**src/rtl/opsel_pipe.sv**
```systemverilog
// opsel_pipe: N:1 operand selector with registered output, valid/ready
// handshake and a 2-entry skid buffer (main + skid register).
// The optional transfer counter is enabled by defining OPSEL_XFER_CNT_EN.
// Without it, xfer_cnt is tied to zero and no counter flops exist.
//
// Handshake: a transfer happens on a rising edge when valid and ready are
// both high on that side. accept = in_valid & in_ready and
// pop = out_valid & out_ready are evaluated on the same edge. A producer
// must hold in_data/in_sel stable while in_valid is high and in_ready is low.
// Once the block raises out_valid, out_data and out_err stay stable until
// pop occurs.
module opsel_pipe #(
  parameter int W     = 16,
  parameter int N     = 3,
  parameter int SEL_W = 2
) (
  input  logic             clk,
  input  logic             reset,
  input  logic [N*W-1:0]   in_data,
  input  logic [SEL_W-1:0] in_sel,
  input  logic             in_valid,
  output logic             in_ready,
  output logic [W-1:0]     out_data,
  output logic             out_err,
  output logic             out_valid,
  input  logic             out_ready,
  output logic [15:0]      xfer_cnt
);

  localparam logic [1:0] EMPTY = 2'd0;
  localparam logic [1:0] ONE   = 2'd1;
  localparam logic [1:0] FULL  = 2'd2;

  // Occupancy state; checkers can bind to this signal.
  logic [1:0]   state;
  logic [W-1:0] main_data;
  logic         main_err;
  logic [W-1:0] skid_data;
  logic         skid_err;
  logic [W-1:0] sel_data;
  logic         sel_err;
  logic         accept;
  logic         pop;

  assign in_ready  = (state != FULL) & ~reset;
  assign out_valid = (state != EMPTY);
  assign out_data  = main_data;
  assign out_err   = main_err;
  assign accept    = in_valid & in_ready;
  assign pop       = out_valid & out_ready;

  // Select the candidate entry; an unmatched code yields zero data with err set.
  always_comb begin
    sel_data = '0;
    sel_err  = 1'b1;
    for (int k = 0; k < N; k++) begin
      if (in_sel == SEL_W'(k)) begin
        sel_data = in_data[k*W +: W];
        sel_err  = 1'b0;
      end
    end
  end

  // Occupancy FSM and storage; the skid entry only moves into main on a pop.
  always_ff @(posedge clk) begin
    if (reset) begin
      state     <= EMPTY;
      main_data <= '0;
      main_err  <= 1'b0;
      skid_data <= '0;
      skid_err  <= 1'b0;
    end else begin
      case (state)
        EMPTY: begin
          if (accept) begin
            state     <= ONE;
            main_data <= sel_data;
            main_err  <= sel_err;
          end
        end
        ONE: begin
          if (accept && pop) begin
            main_data <= sel_data;
            main_err  <= sel_err;
          end else if (accept) begin
            state     <= FULL;
            skid_data <= sel_data;
            skid_err  <= sel_err;
          end else if (pop) begin
            state <= EMPTY;
          end
        end
        FULL: begin
          if (pop) begin
            state     <= ONE;
            main_data <= skid_data;
            main_err  <= skid_err;
          end
        end
        default: state <= EMPTY;
      endcase
    end
  end

`ifdef OPSEL_XFER_CNT_EN
  logic [15:0] cnt;

  // Count every pop; wraps naturally at 16 bits.
  always_ff @(posedge clk) begin
    if (reset) begin
      cnt <= '0;
    end else if (pop) begin
      cnt <= cnt + 16'd1;
    end
  end

  assign xfer_cnt = cnt;
`else
  assign xfer_cnt = '0;
`endif

endmodule
```
**config.mk**
```make
export PLATFORM = sky130hd
export DESIGN_NAME = opsel_pipe
export DESIGN_NICKNAME = d
export VERILOG_FILES = /design/src/rtl/opsel_pipe.sv
export SDC_FILE = /design/constraint.sdc
export NUM_CORES = 1
export LEC_CHECK = 0
export BUFFER_PORTS_ARGS = -buffer_cell sky130_fd_sc_hd__clkbuf_2
export CORE_UTILIZATION = 44
export CTS_CLUSTER_DIAMETER = 80
export DETAILED_ROUTE_END_ITERATION = 10
export GPL_TIMING_DRIVEN = 1
export PLACE_DENSITY = 0.81
export REMOVE_ABC_BUFFERS = 1
export SLEW_MARGIN = 20
export SYNTH_ARGS = -nofsm -noshare
export SYNTH_HDL_FRONTEND = slang
export SYNTH_SLANG_ARGS = --single-unit
```
**constraint.sdc**
```tcl
create_clock -name clk -period 3 [get_ports clk]
set_input_delay 0 -clock clk [delete_from_list [all_inputs] [get_ports clk]]
set_output_delay 0 -clock clk [all_outputs]
set_load 0.01 [all_outputs]
```
# ---- After elaboration in Yosys (flattened, before gate mapping)
# Cells that the tools add are included.
dict set report op_classes {
  n_bitwise 5
  muxes 20
  eq_ne 10
  n_reduce_logical 8
}
# op count
set ops {}
lappend ops {{16-bit two-way mux} 6}
lappend ops {{16-bit case mux with 3 select lines} 1}
lappend ops {{2-bit two-way mux} 5}
lappend ops {{2-bit inequality test (second input constant)} 5}
lappend ops {{4-bit AND reduction} 2}
lappend ops {{1-bit two-way mux} 6}
lappend ops {{2-bit case mux with 3 select lines} 1}
lappend ops {{2-bit by 1-bit equality test with 1-bit output (second input constant)} 2}
lappend ops {{2-bit equality test (second input constant)} 2}
lappend ops {{2-bit logical NOT} 2}
lappend ops {{1-bit bitwise AND} 3}
lappend ops {{3-bit inequality test (second input constant)} 1}
lappend ops {{1-bit case mux with 3 select lines} 1}
lappend ops {{3-bit AND reduction} 1}
lappend ops {{3-bit nonzero test} 1}
lappend ops {{1-bit NOT} 2}
lappend ops {{2-bit nonzero test} 1}
lappend ops {{1-bit logical AND} 1}
dict set report word_totals {
  word_cells 48
  inputBits 54
  ff_bits 36
  out_inout_bits 35
}

# ---- Depth between registers and ports, before layout
# Gate-level depths: netlist of the first run.
dict set report depth {
  depth_word 6
  ltp_mapped 6
  mapped_depth_nobuf 3
}

# ---- Worst setup path before layout of the first run
# OpenSTA, ideal clock, no wires.
dict set report synth_timing {
  kind {reg2reg}
  from {register state[1]}
  to {register main_data[0] (netlist: out_data[0])}
  slack_ps 1653
  path_stages_with_launch 7
  arrival_ps 1230
  setup_ps 117
  synth_period_minus_slack_ps 1347
  cell_sequence {dfxtp_1 -> buf_2 -> and3b_4 -> a21o_1 -> buf_6 -> buf_6 -> a32o_1}
}
dict set report synth_between {
  elab_chain_len 6
}
# item line
set synth_lines {}
lappend synth_lines {{from (decl)} 35} ;# logic [1:0] state;
lappend synth_lines {{from (signal assigned)} 67} ;# state <= EMPTY;
lappend synth_lines {{from (signal assigned)} 76} ;# state <= ONE;
lappend synth_lines {{from (signal assigned)} 86} ;# state <= FULL;
lappend synth_lines {{2-bit inequality test} 45} ;# assign in_ready = (state != FULL) & ~reset;
lappend synth_lines {{1-bit bitwise AND} 45}
lappend synth_lines {{1-bit bitwise AND} 49} ;# assign accept = in_valid & in_ready;
lappend synth_lines {{1-bit logical AND} 82} ;# if (accept && pop) begin
lappend synth_lines {{2-bit inequality test (no source line)} n/a}
lappend synth_lines {{4-bit AND reduction (no source line)} n/a}
lappend synth_lines {{to (signal assigned)} 77} ;# main_data <= sel_data;
lappend synth_lines {{to (signal assigned)} 83} ;# main_data <= sel_data;
lappend synth_lines {{to (signal assigned)} 96} ;# main_data <= skid_data;
lappend synth_lines {{to (decl)} 36} ;# logic [W-1:0] main_data;
# Several ways; a longest one is shown, not always the timed one.
# A chain may end at the register's enable or synchronous reset.

# ---- Worst setup path in the final report of the first run
dict set report layout_timing {
  from {register state[1]}
  to {register skid_data[1]}
}
dict set report layout_between {
  elab_chain_len 6
}
# item line
set layout_lines {}
lappend layout_lines {{2-bit inequality test} 45}
lappend layout_lines {{1-bit bitwise AND} 45}
lappend layout_lines {{1-bit bitwise AND} 49}
lappend layout_lines {{1-bit logical AND} 82}
lappend layout_lines {{1-bit NOT (no source line)} n/a}
lappend layout_lines {{3-bit AND reduction (no source line) (*)} n/a}
lappend layout_lines {{to (signal assigned)} 87} ;# skid_data <= sel_data;
lappend layout_lines {{to (decl)} 38} ;# logic [W-1:0] skid_data;
# Every way passes the cells marked *; elsewhere a longest branch is shown, timed or not.

==> flow_summary.json, run 1 <==
{
  "wl_met2_um": 2270,
  "io_pins": 89,
  "crit_path_max_fanout": 17,
  "fin_nets": 343,
  "fin_area_um2": 2480,
  "synth_area_leaders": "dfxtp_1 (34%), mux2i_1 (7.9%), a32o_1 (7.5%)",
  "yosys_warnings": 0,
  "grt_usage_pct": 18.7,
  "path_class": "flop to flop",
  "cts_made_buffers": 5,
  "ctsHoldBuffers": 0,
  "fmax_mhz": 623,
  "top_layer_used": "met4",
  "async_flop_share_pct": 0,
  "cp-start-kind": "flop",
  "fp.dieH_um": 71.8,
  "grt_max_degree": 50,
  "setup_viol": 0,
  "fp.dieW_um": 71.8,
  "syn_to_final_growth_pct": 15.8,
  "cp-end-kind": "flop",
  "antennaDiodeCount": 0,
  "synth_seq_cells": 36,
  "p_leak_nw": 1.06,
  "die-area_um2": 5150,
  "via_count": 1920,
  "synth_area_um2": 2140,
  "drc": 0,
  "gr-total-overflow": 0,
  "drt_first_pass_iters": 4,
  "yosysUniqueCellTypes": 36,
  "cts_tree": "yes",
  "avgSynthCellArea_um2": 9.19,
  "cts_root_buf": "clkbuf_8",
  "num_rows": 25,
  "period_needed_ns": 1.60,
  "drv_cap": 0,
  "final_layout_size_suffix_gt1_share_pct": 30.3,
  "slowest_delay_ns": 0.63,
  "yosys.area.top_type": "dfxtp_1",
  "path_delay_family": "simple AND/OR/NAND/NOR gates",
  "wl_met3_um": 307,
  "wl_um": 4780,
  "synth_ff_type": "dfxtp_1",
  "rsz0062_at_grt": "no",
  "pre_cts_ws_ns": 1.43,
  "viasPerCell": 5.58,
  "required_ns": 3.13,
  "cts_resized": 0,
  "finalSetupTns_ns": 0,
  "arrival_ns": 1.73,
  "finalHoldViolations": 0,
  "layout_setup_ws_ns": 1.40,
  "slowest_stage": "nor2_2",
  "syn_inst": 233,
  "ant_nets": 0,
  "drt_iter0_markers": 145,
  "detail_route.wl_per_cell_um": 13.9,
  "clock-sinks": 36,
  "placedInstanceArea_um2": 2390,
  "port_buffers": 72,
  "ctsLongestPathBuffers": 2,
  "core_um2": 4690,
  "clk_latency_ns": 0.29,
  "path_clk_slew_ns": 0.07,
  "instances_no_fill": 344,
  "crit_buf_inv": 0,
  "dp.cells": 336,
  "place.gp.congestion": 0.779,
  "synth_edf_count": 0,
  "grt_pass1_vias": 1762,
  "peakVddDrop_v": 0.000227,
  "grt_pass1_wl_um": 7620,
  "synth_top_area_share_pct": 33.6,
  "status": "complete, no violations",
  "tightest_slew_ns": 0.867,
  "htree_levels": 2,
  "holdWs_ns": 0.0111,
  "fin_crit_sh_pct": 53.5,
  "drv_slew": 0,
  "fin_util_pct": 52.9,
  "max_slew_margin_pct": 42.2,
  "total_power_mw": 1.09,
  "start_util_pct": 45.7,
  "path_cells": "nand4bb_1 > nor2_2 > a31oi_1",
  "post_cts_buffers": 0,
  "fin_worst_skew_ns": 0.00487,
  "met1_length_um": 2180,
  "hp-class": "primary input to flop",
  "hpwl_um": 3150,
  "ys_seq_area_share_pct": 33.6,
  "power_density_nw_per_um2": 439,
  "antenna_found_initial": 0
}
[worst reg2reg max path, stage by stage, from the launching register on]
cell and delay, ns:
dfxtp_1 0.39, nand4bb_1 0.24, nor2_2 0.63, a31oi_1 0.19
[cells in the final DEF (no fill, tap or decap), drive strengths merged, types with 16 or more instances in the layout]
master  count
a32o       16
clkbuf     80
conb       16
dfxtp      36
mux2i      17
nand3b     16
o211ai     16
o21a       19
o21ai      17
or2        16
[kinds of logic (layout without fill, tap and decap cells)]
| family | count (synthesis) | in the layout | share of synthesized area [%] |
|---|---|---|---|
| DFF | 36 | 36 | 33.6 |
| buffers and inverters | 40 | 82 | 11.5 |
| and+or+nand+nor | 49 | 49 | 15.6 |
| other | 1 | 16 | 0.175 |
| muxes | 17 | 17 | 7.94 |
| AOI/OAI and AO/OA | 90 | 90 | 31.1 |
[area by class of cell]
class,instances,area (um^2)
Fill cell,469,2210
Multi-Input combinational cell,172,1230
Sequential cell,36,721
Timing Repair Buffer,73,368
Clock buffer,8,90.1
Tap cell,54,67.6
Inverter,1,3.75
[where the power goes]
part	total [mW]	switching, mW	internal, mW
Clock	0.352	0.164	0.187
Combinational	0.215	0.114	0.102
Sequential	0.522	0.0166	0.505
[path summary, 6_finish.rpt]
| check | endpoint | startpoint | cells after the start | slack [ns] |
|---|---|---|---|---|
| setup reg to reg | skid_data[1]$_SDFFE_PP0P_ | state[1]$_SDFFE_PP0P_ | 3 | 1.40 |
| hold / removal | skid_data[14]$_SDFFE_PP0P_ | in_data[30] | 3 | 0.01 |
| hold reg to reg | out_data[2]$_SDFFE_PP0P_ | out_data[2]$_SDFFE_PP0P_ | 1 | 0.47 |
| setup / recovery | skid_data[1]$_SDFFE_PP0P_ | state[1]$_SDFFE_PP0P_ | 3 | 1.40 |
[cells in the mapped netlist, types with 3 or more instances]
cell	instances
a21oi_1	3
a31oi_1	15
a32o_1	16
buf_2	11
buf_4	18
clkbuf_1	7
dfxtp_1	36
mux2i_1	17
nand2_1	3
nand3b_1	16
nor2_1	3
o211ai_1	16
o21a_1	19
o21ai_0	7
o21ai_1	10
or2_1	12
[flip-flops by register name (all words and copies together), names as in the netlist]
name and flops:
out_data 16, out_err 1, skid_data 16, skid_err 1, state 2
[metal layers]
layer	GRT usage, %	vias to the layer above
met1	22.3	880
li1	-	959
met5	0	-
met2	32.5	79
met4	5.66	0
met3	5.34	2
Power figures use the tool's default switching activity.
==> run 2, diff against run 1 <==
clock period = 1.57 ns   (was 3 ns; I/O delays follow)
==> flow_summary.json, run 2 (synthesis results as in run 1) <==
{
  "post_cts_buffers": 0,
  "gr-total-overflow": 0,
  "fmax_mhz": 699,
  "io_pins": 89,
  "arrival_ns": 1.61,
  "path_clk_slew_ns": 0.07,
  "max_slew_margin_pct": 64.5,
  "hpwl_um": 3470,
  "top_layer_used": "met4",
  "met1_length_um": 2300,
  "most-common-layout-cells": "clkbuf_2 (72), dfxtp_1 (36), o21a_1 (19), mux2i_1 (17)",
  "peakVddDrop_v": 0.000392,
  "via_count": 1978,
  "fp.dieH_um": 71.8,
  "fin_worst_skew_ns": 0.00279,
  "antenna_found_initial": 0,
  "period_needed_ns": 1.43,
  "status": "complete, no violations",
  "rsz0062_at_grt": "no",
  "min_to": "skid_data[3]$_SDFFE_PP0P_",
  "wl_met2_um": 2510,
  "setup_viol": 0,
  "power_density_nw_per_um2": 816,
  "wl_met3_um": 250,
  "rr_worst_depth": 5,
  "hp-start": "in_data[19]",
  "syn_to_final_growth_pct": 21.0,
  "antennaDiodeCount": 0,
  "port_buffers": 72,
  "rrSetupSlack_ns": 0.14,
  "tightest_slew_ns": 0.532,
  "holdWs_ns": 0.00306,
  "core_um2": 4690,
  "fin_area_um2": 2590,
  "wl_um": 5100,
  "required_ns": 1.75,
  "cp-end-kind": "flop",
  "viasPerCell": 5.60,
  "cts_made_buffers": 5,
  "fp.dieW_um": 71.8,
  "place.gp.congestion": 0.814,
  "drt_first_pass_iters": 4,
  "clock-sinks": 36,
  "die-area_um2": 5150,
  "num_rows": 25,
  "grt_usage_pct": 20.4,
  "finalSetupTns_ns": 0,
  "final_layout_size_suffix_gt1_share_pct": 33.1,
  "cp-start-kind": "flop",
  "final_common_cell": "clkbuf_2",
  "crit_path_max_fanout": 34,
  "fin_crit_sh_pct": 91.1,
  "grt_pass1_vias": 1876,
  "r2r_start": "state[1]$_SDFFE_PP0P_",
  "finalHoldViolations": 0,
  "cts_tree": "yes",
  "htree_levels": 2,
  "drc": 0,
  "grt_max_degree": 50,
  "fin_nets": 352,
  "clk_latency_ns": 0.28,
  "drv_slew": 0,
  "ant_nets": 0,
  "placedInstanceArea_um2": 2490,
  "detail_route.wl_per_cell_um": 14.4,
  "start_util_pct": 45.7,
  "drt_iter0_markers": 122,
  "cts_root_buf": "clkbuf_8",
  "fin_util_pct": 55.3,
  "drv_cap": 0,
  "hp-class": "primary input to flop",
  "path_class": "flop to flop",
  "p_leak_nw": 1.12,
  "grt_pass1_wl_um": 8360,
  "r2r_end": "out_data[1]$_SDFFE_PP0P_",
  "min_path_cells": 3,
  "ctsLongestPathBuffers": 2,
  "total_power_mw": 2.12
}
==> run 2: changes by cell type in the layout (fill, tap and decap cells not counted) <==
cell / before / now
a21o_2: 0 / 1
clkinv_2: 0 / 2
buf_12: 0 / 3
dlygate4sd3_1: 0 / 1
a21o_1: 1 / 0
buf_4: 1 / 6
clkbuf_1: 2 / 0
==> run 2: how the worst max path moves through the flow <==
stage / start / endpoint / slack (ns) / cells past startpoint
2_1_floorplan: state[0]$_SDFFE_PP0P_ / out_data[0]$_SDFFE_PP0P_ / -0.07 / 3
3_5_place_dp: state[1]$_SDFFE_PP0P_ / out_err$_SDFFE_PP0P_ / 0.06 / 3
3_3_place_gp: state[1]$_SDFFE_PP0P_ / out_err$_SDFFE_PP0P_ / 0.14 / 3
5_1_grt: state[0]$_SDFFE_PP0P_ / skid_data[4]$_SDFFE_PP0P_ / 0.02 / 4
4_1_cts: state[1]$_SDFFE_PP0P_ / out_err$_SDFFE_PP0P_ / 0.05 / 3
6_report: state[1]$_SDFFE_PP0P_ / out_data[1]$_SDFFE_PP0P_ / 0.14 / 5
==> run 2: critical path, stage by stage (launching register included) <==
cell and delay (ns):
dfxtp_1 0.42, buf_4 0.17, nand2b_1 0.10, buf_12 0.19, o21a_1 0.19, a32o_1 0.26
==> run 2: cell type report <==
class                      instances  area [um^2]
inverter                           1         3.75
multi-input combinational        172         1230
fill                             453         2100
timing repair buffer              82          475
sequential                        36          721
clock inverter                     2         10.0
tap                               54         67.6
clock buffer                       6         82.6
==> run 2: per-stage QoR <==
stage / setup slack (ns) / std cells
final: 0.139 / 353
after global routing: 0.0243 / 353
after CTS: 0.0547 / 353
after detailed placement: 0.0605 / 344
after global placement: 0.145 / 344
after floorplan: -0.0687 / 209
==> run 2: timing repair <==
action | in CTS | in global routing
gates resized for setup | 0 | 1
setup endpoints to repair | 0 | 17
hold buffers | 1 | 0
endpoints found under the hold margin | 1 | 0
==> run 2: routing by layer <==
metal,vias up,track usage [%]
li1,979,-
met1,937,24.4
met2,57,36.6
met3,5,4.08
met4,0,6.75
met5,-,0
==> run 2: power breakdown <==
| group | total, mW | leakage, nW | switching, mW | internal [mW] |
|---|---|---|---|---|
| sequential | 0.995 | 0.294 | 0.0297 | 0.965 |
| combinational | 0.444 | 0.778 | 0.228 | 0.215 |
| clock | 0.677 | 0.0510 | 0.327 | 0.350 |
